`src/rtl/draw_field_fx_pkg.sv`:
```
// Shared colour, palette and flash-state definitions for the playfield renderer.
package draw_field_fx_pkg;

  localparam int unsigned TETRIS_COLORS_WIDTH = 3;

  localparam logic [23:0] COLOR_BRICKS_0 = 24'h000000;
  localparam logic [23:0] COLOR_BRICKS_1 = 24'h00ffff;
  localparam logic [23:0] COLOR_BRICKS_2 = 24'h0000ff;
  localparam logic [23:0] COLOR_BRICKS_3 = 24'hff8000;
  localparam logic [23:0] COLOR_BRICKS_4 = 24'hffff00;
  localparam logic [23:0] COLOR_BRICKS_5 = 24'h00ff00;
  localparam logic [23:0] COLOR_BRICKS_6 = 24'h800080;
  localparam logic [23:0] COLOR_BRICKS_7 = 24'hff0000;
  localparam logic [23:0] COLOR_BORDERS  = 24'h606060;
  localparam logic [23:0] COLOR_FLASH    = 24'hffffff;

  typedef enum logic [1:0] {
    StIdle,
    StOn,
    StOff
  } flash_state_e;

  function automatic logic [23:0] palette(input logic [TETRIS_COLORS_WIDTH-1:0] idx);
    logic [23:0] color;
    unique case (idx)
      3'd0:    color = COLOR_BRICKS_0;
      3'd1:    color = COLOR_BRICKS_1;
      3'd2:    color = COLOR_BRICKS_2;
      3'd3:    color = COLOR_BRICKS_3;
      3'd4:    color = COLOR_BRICKS_4;
      3'd5:    color = COLOR_BRICKS_5;
      3'd6:    color = COLOR_BRICKS_6;
      default: color = COLOR_BRICKS_7;
    endcase
    return color;
  endfunction

endpackage

```
`src/rtl/field_geom.sv`:
```
// Registered geometry decode of one brick grid: region hit, brick-area hit and cell col/row.
module field_geom #(
  parameter int unsigned PIX_WIDTH = 12,
  parameter int unsigned X0        = 300,
  parameter int unsigned Y0        = 200,
  parameter int unsigned CNT_X     = 10,
  parameter int unsigned CNT_Y     = 20,
  parameter int unsigned BRICK_X   = 30,
  parameter int unsigned BRICK_Y   = 30,
  parameter int unsigned BORDER_X  = 2,
  parameter int unsigned BORDER_Y  = 2,
  parameter int unsigned COL_W     = 4,
  parameter int unsigned ROW_W     = 5
) (
  input  logic                 clk_i,
  input  logic                 rst_i,
  input  logic [PIX_WIDTH-1:0] pix_x_i,
  input  logic [PIX_WIDTH-1:0] pix_y_i,
  output logic                 region_o,
  output logic                 brick_o,
  output logic [COL_W-1:0]     col_o,
  output logic [ROW_W-1:0]     row_o
);

  localparam int unsigned PITCH_X = BRICK_X + BORDER_X;
  localparam int unsigned PITCH_Y = BRICK_Y + BORDER_Y;
  localparam int unsigned X_END   = X0 + CNT_X * PITCH_X + BORDER_X;
  localparam int unsigned Y_END   = Y0 + CNT_Y * PITCH_Y + BORDER_Y;

  logic [PIX_WIDTH-1:0] rel_x, rel_y, off_x, off_y;
  logic                 in_x, in_y, brick_x, brick_y;
  logic                 region_d, region_q, brick_d, brick_q;
  logic [COL_W-1:0]     col_d, col_q;
  logic [ROW_W-1:0]     row_d, row_q;

  always_comb begin
    in_x  = (pix_x_i >= PIX_WIDTH'(X0)) && (pix_x_i < PIX_WIDTH'(X_END));
    in_y  = (pix_y_i >= PIX_WIDTH'(Y0)) && (pix_y_i < PIX_WIDTH'(Y_END));
    rel_x = pix_x_i - PIX_WIDTH'(X0);
    rel_y = pix_y_i - PIX_WIDTH'(Y0);
    // Offsets underflow left of the first border strip; the >= test masks that case.
    off_x = rel_x - PIX_WIDTH'(BORDER_X);
    off_y = rel_y - PIX_WIDTH'(BORDER_Y);
    brick_x = (rel_x >= PIX_WIDTH'(BORDER_X)) &&
              ((off_x % PIX_WIDTH'(PITCH_X)) < PIX_WIDTH'(BRICK_X));
    brick_y = (rel_y >= PIX_WIDTH'(BORDER_Y)) &&
              ((off_y % PIX_WIDTH'(PITCH_Y)) < PIX_WIDTH'(BRICK_Y));
    region_d = in_x && in_y;
    brick_d  = region_d && brick_x && brick_y;
    col_d    = brick_d ? COL_W'(off_x / PIX_WIDTH'(PITCH_X)) : '0;
    row_d    = brick_d ? ROW_W'(off_y / PIX_WIDTH'(PITCH_Y)) : '0;
  end

  always_ff @(posedge clk_i or posedge rst_i) begin
    if (rst_i) begin
      region_q <= 1'b0;
      brick_q  <= 1'b0;
      col_q    <= '0;
      row_q    <= '0;
    end else begin
      region_q <= region_d;
      brick_q  <= brick_d;
      col_q    <= col_d;
      row_q    <= row_d;
    end
  end

  assign region_o = region_q;
  assign brick_o  = brick_q;
  assign col_o    = col_q;
  assign row_o    = row_q;

endmodule

```
`src/rtl/draw_field_fx.sv`:
```
// Renders the main playfield and next-block preview, with a frame-timed row flash animation.
module draw_field_fx
  import draw_field_fx_pkg::*;
#(
  parameter int unsigned PIX_WIDTH    = 12,
  parameter int unsigned BRICK_X      = 30,
  parameter int unsigned BRICK_Y      = 30,
  parameter int unsigned BORDER_X     = 2,
  parameter int unsigned BORDER_Y     = 2,
  parameter int unsigned COL_CNT      = 10,
  parameter int unsigned ROW_CNT      = 20,
  parameter int unsigned MAIN_X       = 300,
  parameter int unsigned MAIN_Y       = 200,
  parameter int unsigned NBP_CNT      = 6,
  parameter int unsigned NBP_X        = 670,
  parameter int unsigned NBP_Y        = 200,
  parameter int unsigned FLASH_CNT    = 3,
  parameter int unsigned FLASH_FRAMES = 8
) (
  input  logic                                                   clk_i,
  input  logic                                                   rst_i,
  input  logic [PIX_WIDTH-1:0]                                   pix_x_i,
  input  logic [PIX_WIDTH-1:0]                                   pix_y_i,
  input  logic                                                   frame_start_i,
  input  logic [ROW_CNT-1:0][COL_CNT-1:0][TETRIS_COLORS_WIDTH-1:0] gd_field,
  input  logic [3:0][3:0][3:0]                                   gd_next_block_data,
  input  logic [1:0]                                             gd_next_block_rotation,
  input  logic [TETRIS_COLORS_WIDTH-1:0]                         gd_next_block_color,
  input  logic                                                   gd_next_block_draw_en,
  input  logic [ROW_CNT-1:0]                                     flash_rows_i,
  input  logic                                                   flash_start_i,
  output logic                                                   flash_busy_o,
  output logic                                                   flash_done_o,
  output logic [23:0]                                            vga_data_o,
  output logic                                                   vga_data_en_o
);

  localparam int unsigned MCOL_W = (COL_CNT > 1) ? $clog2(COL_CNT) : 1;
  localparam int unsigned MROW_W = (ROW_CNT > 1) ? $clog2(ROW_CNT) : 1;
  localparam int unsigned PV_W   = (NBP_CNT > 1) ? $clog2(NBP_CNT) : 1;
  localparam int unsigned FR_W   = (FLASH_FRAMES > 1) ? $clog2(FLASH_FRAMES) : 1;
  localparam int unsigned PAIR_W = (FLASH_CNT > 1) ? $clog2(FLASH_CNT) : 1;

  logic              m_region, m_brick, p_region, p_brick;
  logic [MCOL_W-1:0] m_col;
  logic [MROW_W-1:0] m_row;
  logic [PV_W-1:0]   p_col, p_row;

  field_geom #(
    .PIX_WIDTH(PIX_WIDTH), .X0(MAIN_X), .Y0(MAIN_Y), .CNT_X(COL_CNT), .CNT_Y(ROW_CNT),
    .BRICK_X(BRICK_X), .BRICK_Y(BRICK_Y), .BORDER_X(BORDER_X), .BORDER_Y(BORDER_Y),
    .COL_W(MCOL_W), .ROW_W(MROW_W)
  ) u_main_geom (
    .clk_i    (clk_i),
    .rst_i    (rst_i),
    .pix_x_i  (pix_x_i),
    .pix_y_i  (pix_y_i),
    .region_o (m_region),
    .brick_o  (m_brick),
    .col_o    (m_col),
    .row_o    (m_row)
  );

  field_geom #(
    .PIX_WIDTH(PIX_WIDTH), .X0(NBP_X), .Y0(NBP_Y), .CNT_X(NBP_CNT), .CNT_Y(NBP_CNT),
    .BRICK_X(BRICK_X), .BRICK_Y(BRICK_Y), .BORDER_X(BORDER_X), .BORDER_Y(BORDER_Y),
    .COL_W(PV_W), .ROW_W(PV_W)
  ) u_preview_geom (
    .clk_i    (clk_i),
    .rst_i    (rst_i),
    .pix_x_i  (pix_x_i),
    .pix_y_i  (pix_y_i),
    .region_o (p_region),
    .brick_o  (p_brick),
    .col_o    (p_col),
    .row_o    (p_row)
  );

  flash_state_e      state_d, state_q;
  logic [FR_W-1:0]   frame_d, frame_q;
  logic [PAIR_W-1:0] pair_d, pair_q;
  logic [ROW_CNT-1:0] rows_d, rows_q;
  logic              done_d, done_q;

  always_comb begin
    state_d = state_q;
    frame_d = frame_q;
    pair_d  = pair_q;
    rows_d  = rows_q;
    done_d  = 1'b0;
    unique case (state_q)
      StIdle: begin
        if (flash_start_i && (|flash_rows_i)) begin
          state_d = StOn;
          rows_d  = flash_rows_i;
          frame_d = '0;
          pair_d  = '0;
        end
      end
      StOn: begin
        if (frame_start_i) begin
          if (frame_q == FR_W'(FLASH_FRAMES - 1)) begin
            state_d = StOff;
            frame_d = '0;
          end else begin
            frame_d = frame_q + 1'b1;
          end
        end
      end
      StOff: begin
        if (frame_start_i) begin
          if (frame_q == FR_W'(FLASH_FRAMES - 1)) begin
            frame_d = '0;
            if (pair_q == PAIR_W'(FLASH_CNT - 1)) begin
              state_d = StIdle;
              pair_d  = '0;
              rows_d  = '0;
              done_d  = 1'b1;
            end else begin
              state_d = StOn;
              pair_d  = pair_q + 1'b1;
            end
          end else begin
            frame_d = frame_q + 1'b1;
          end
        end
      end
      default: state_d = StIdle;
    endcase
  end

  always_ff @(posedge clk_i or posedge rst_i) begin
    if (rst_i) begin
      state_q <= StIdle;
      frame_q <= '0;
      pair_q  <= '0;
      rows_q  <= '0;
      done_q  <= 1'b0;
    end else begin
      state_q <= state_d;
      frame_q <= frame_d;
      pair_q  <= pair_d;
      rows_q  <= rows_d;
      done_q  <= done_d;
    end
  end

  assign flash_busy_o = (state_q != StIdle);
  assign flash_done_o = done_q;

  logic [23:0]                    vga_data_d, vga_data_q;
  logic                           vga_en_d, vga_en_q;
  logic [TETRIS_COLORS_WIDTH-1:0] prev_idx;
  logic                           prev_inner;
  logic [1:0]                     prev_r, prev_c;

  always_comb begin
    vga_data_d = COLOR_BORDERS;
    vga_en_d   = 1'b0;
    prev_inner = (p_row >= PV_W'(1)) && (p_row <= PV_W'(NBP_CNT - 2)) &&
                 (p_col >= PV_W'(1)) && (p_col <= PV_W'(NBP_CNT - 2));
    prev_r     = 2'(p_row - PV_W'(1));
    prev_c     = 2'(p_col - PV_W'(1));
    prev_idx   = '0;
    if (prev_inner && gd_next_block_draw_en &&
        gd_next_block_data[gd_next_block_rotation][prev_r][prev_c]) begin
      prev_idx = gd_next_block_color;
    end
    // Main field wins over the preview wherever both regions claim a pixel.
    if (m_region) begin
      vga_en_d = 1'b1;
      if (m_brick) begin
        if (rows_q[m_row] && (state_q == StOn)) begin
          vga_data_d = COLOR_FLASH;
        end else if (rows_q[m_row] && (state_q == StOff)) begin
          vga_data_d = palette('0);
        end else begin
          vga_data_d = palette(gd_field[m_row][m_col]);
        end
      end
    end else if (p_region) begin
      vga_en_d = 1'b1;
      if (p_brick) begin
        vga_data_d = palette(prev_idx);
      end
    end
  end

  always_ff @(posedge clk_i or posedge rst_i) begin
    if (rst_i) begin
      vga_data_q <= '0;
      vga_en_q   <= 1'b0;
    end else begin
      vga_data_q <= vga_data_d;
      vga_en_q   <= vga_en_d;
    end
  end

  assign vga_data_o    = vga_data_q;
  assign vga_data_en_o = vga_en_q;

endmodule

```
`config.mk`:
```
export PLATFORM = sky130hd
export DESIGN_NAME = draw_field_fx
export DESIGN_NICKNAME = d
export VERILOG_FILES = /design/src/rtl/draw_field_fx_pkg.sv /design/src/rtl/field_geom.sv /design/src/rtl/draw_field_fx.sv
export SDC_FILE = /design/constraint.sdc
export NUM_CORES = 1
export LEC_CHECK = 0
export ABC_AREA = 1
export CORE_AREA = 2 2 288 290
export CTS_BUF_LIST = sky130_fd_sc_hd__clkbuf_4 sky130_fd_sc_hd__clkbuf_8
export DETAILED_ROUTE_END_ITERATION = 12
export DIE_AREA = 0 0 290 292
export HOLD_SLACK_MARGIN = 0.15
export SLEW_MARGIN = 20
export SYNTH_ARGS = -nofsm -noshare
export SYNTH_HDL_FRONTEND = slang
export SYNTH_SLANG_ARGS = --single-unit
```
`constraint.sdc`:
```
create_clock -name clk_i -period 2.1 [get_ports clk_i]
set_input_delay 0.42 -clock clk_i [delete_from_list [all_inputs] [get_ports clk_i]]
set_output_delay 0.42 -clock clk_i [all_outputs]
set_load 0.02 [all_outputs]
```
==> results of run 1 <==
[through the flow]
| stage | cells | total power [mW] | setup WS (ns) |
|---|---|---|---|
| 6_report | 4242 | 6.408 | -0.6919 |
| 5_1_grt | 4239 | 6.864 | -0.8582 |
| 4_1_cts | 4208 | 6.332 | -0.6675 |
| 3_5_place_dp | 4174 | 4.915 | -0.9699 |
| 3_3_place_gp | 4174 | 4.903 | -0.9691 |
| 2_1_floorplan | 2229 | 2.740 | 0.007677 |
[critical path, delay by kind of cell, from the launching register on]
family	cells	cell delay [ns]
AND/OR/NAND/NOR	16	1.35
flip-flops	1	0.51
AO/OA/AOI/OAI	2	0.29
buffers and inverters	3	0.51
[metal layers]
layer | share of wire | track usage | vias up | wire (um)
li1 | - | - | 8917 | -
met1 | 0.43 | 0.2284 | 8025 | 36190
met2 | 0.48 | 0.3252 | 624 | 41060
met3 | 0.066 | 0.04552 | 83 | 5641
met4 | 0.022 | 0.05348 | 16 | 1895
met5 | 0.0013 | 0 | - | 110
[power groups by stage]
stage / combinational (mW) / sequential [mW] / clock (mW)
6_report: 3.68 / 1.43 / 1.30
5_1_grt: 4.03 / 1.45 / 1.38
4_1_cts: 3.55 / 1.43 / 1.35
3_5_place_dp: 3.47 / 1.45 / 0
3_3_place_gp: 3.46 / 1.44 / 0
2_1_floorplan: 1.32 / 1.42 / 0
[cell usage after synthesis (9+ instances only)]
cell | number | area (um2)
nand2_1 | 796 | 2988
nor2_1 | 293 | 1100
inv_1 | 247 | 927.1
nand3_1 | 229 | 1146
o21ai_0 | 131 | 655.6
o21ai_1 | 79 | 395.4
buf_2 | 57 | 285.3
dfrtp_1 | 57 | 1426
a21oi_1 | 54 | 270.3
buf_4 | 41 | 307.8
o22ai_1 | 40 | 250.2
buf_6 | 28 | 315.3
o211ai_1 | 26 | 195.2
clkbuf_1 | 24 | 90.09
ha_1 | 19 | 237.7
nand4_1 | 15 | 93.84
xor2_1 | 14 | 122.6
or2_2 | 12 | 75.07
nor4_1 | 9 | 56.30
[final timing paths]
path / end / depth (start not counted) / startpoint
max in group asynchronous: u_main_geom.row_o[0]$_DFF_PP0_ / 3 / rst_i
min reg2reg: vga_data_en_o$_DFF_PP0_ / 1 / u_preview_geom.region_o$_DFF_PP0_
max reg2reg: vga_data_o[20]$_DFF_PP0_ / 21 / u_main_geom.row_o[0]$_DFF_PP0_
min: vga_data_o[22]$_DFF_PP0_ / 3 / rst_i
max: vga_data_o[20]$_DFF_PP0_ / 21 / u_main_geom.row_o[0]$_DFF_PP0_
min in group clk_i: vga_data_en_o$_DFF_PP0_ / 1 / u_preview_geom.region_o$_DFF_PP0_
[layout make-up]
| cell class | count | area [um2] | area share |
|---|---|---|---|
| clock buffers | 9 | 123.9 | 0.005294 |
| multi-input cells | 1761 | 8626 | 0.3687 |
| repair buffers | 1064 | 10700 | 0.4572 |
| repair inverters | 3 | 32.53 | 0.001390 |
| diodes | 13 | 32.53 | 0.001390 |
| inverters | 258 | 993.5 | 0.04246 |
| clock inverters | 7 | 118.9 | 0.005080 |
| flip-flops and latches | 57 | 1435 | 0.06134 |
| well taps | 1070 | 1339 | 0.05722 |
[kinds of logic after synthesis]
logic type,share of synthesized area
adder cells (fa/ha/maj),0.02100
AO/OA/AOI/OAI,0.1647
AND/OR/NAND/NOR,0.4980
buffers and inverters,0.1764
XOR/XNOR,0.01393
flip-flops,0.1260
[sequential cells by signal (all words and copies together) (netlist names)]
register and flops:
rows_q 20, vga_data_o 9, u_main_geom.row_o 5, u_main_geom.col_o 4, frame_q 3, u_preview_geom.col_o 3
u_preview_geom.row_o 3, pair_q 2, state_q 2, flash_done_o 1, u_main_geom.brick_o 1, u_main_geom.region_o 1
u_preview_geom.brick_o 1, u_preview_geom.region_o 1, vga_data_en_o 1
[what timing repair did]
action / CTS / global route
cloned: 3 / 13
setup buffers: 15 / 10
endpoints found under the setup margin: 45 / 50
resized for setup: 98 / 181
pin swaps: 19 / 67
==> impl_metrics.ini, run 1 <==
[outcome]
status = finished with violations
violations = negative setup slack

[logic_synthesis]
synth-seq-cells = 57
syn-mean-instance-area_um2 = 5.078
synth_cells = 2229
synth_seq_area_share = 0.1260
syn_nets = 2966
synth_edf_count = 0
yosysWarningCount = 0
netlist_area_um2 = 11320
yosysUniqueCellTypes = 44
synthArstFlopShare = 1.000
synth_flop_cell = dfrtp_1

[setup_path]
path_common_cell = nand2_2
required_ns = 2.36
path_cells = buf_12 -> buf_16 -> clkbuf_16 -> nor2_4 -> nor2_1 -> o21ai_1 -> nand2_2 -> a21oi_2 -> nand2_2 -> nand2_2 -> nand2_2 -> nand3_2 -> nand2_1 -> nand2_2 -> nor2_4 -> nor2_4 -> nand2_2 -> nand3_1 -> nand2_2 -> nand3_1 -> nand2_1
critPathLaunchType = register
path_class = reg2reg
slowest_delay_ns = 0.51
cp_max_fo = 8
reg2reg_setup_slack_ns = -0.69
cp.arrival_ns = 3.05
crit_slowest_cell = dfrtp_4
end_kind = register

[global_routing]
track_usage = 0.1872
grt_pass1_vias = 17550
grt_overflow = 0
grt_pass1_wl_mm = 115.8
antenna_found_initial = 23
grt_max_degree = 58

[sta]
drv_slew = 0
totalNegativeSetupSlack_ns = -5.939
worstMarginPinSlew_ns = 0.4538
setup-violations-final = 9
fin_crit_sh = 1.329
fin_ws_ns = -0.6919
report.final.hold_viol_count = 0
timing.final.crit_period_ns = 2.792
hold_slack_ns = 0.4394
rsz0062_at_grt = true
skew_ns = 0.006539
relSlewSlack = 0.6965
fmax_mhz = 358.2

[final_layout]
nNetsFinal = 3891
syn2layout_area_growth_pct = 106.7
final_cell_mix = nand2_1, clkdlybuf4s50_1, nor2_1, buf_4, inv_1
final_common_cell = nand2_1
post-route-util = 0.2868
stdcell_area_um2 = 23400
nFillCells = 9029
drive_gt1_frac = 0.1744

[clock_network]
cts-root-buf = clkbuf_8
cts_hold_buf = 0
numClockSinks = 57
cts-buffers-inserted = 9
cts.path.max_buffers = 2
cts_tree = built
htree_levels = 3
clkSlewWorstSetupHoldPaths_ns = 0.07
insertion_delay_ns = 0.37

[route]
viasPerCell = 4.164
drtPass1Iterations = 5
drc = 0
final_antenna_net_count = 0
num_vias = 17670
drtIter0Drc = 971
wirelength_mm = 84.89
avgRoutedWirePerCell_um = 20.01

[power_and_ir_drop]
leakage_nw = 10.82
p_per_area_nw_per_um2 = 273.9
pwr-share-comb = 0.574
ir_worst_vdd_v = 0.0002605
power_frac_clock = 0.203
sw_frac_of_total = 0.3460
pwr-share-seq = 0.223
p_int_mw = 4.191
p_sw_mw = 2.217

[die]
die_area_um2 = 84680
die_w_um = 290
fp.coreArea_um2 = 81580
fp.dieH_um = 292
io_pins = 745
start_util = 0.1387
core.rowCount = 105

[place]
placed_area_um2 = 21640
globalplace.congestion = 0.9400
portBuffers = 744
dp_hpwl_mm = 70.44

[job]
cap_viol_max_count = 0

[min_path]
hold_class = in2async
No activity file was read; power rests on OpenSTA's default activity.
==> inputs of run 2 (changes only) <==
--- a/config.mk
+++ b/config.mk
@@ -15,3 +15,4 @@
 export SYNTH_ARGS = -nofsm -noshare
 export SYNTH_HDL_FRONTEND = slang
 export SYNTH_SLANG_ARGS = --single-unit
+export TNS_END_PERCENT = 100
==> results of run 2 <==
Same layout as run 1: the final DEF is identical, and so are final timing and power.
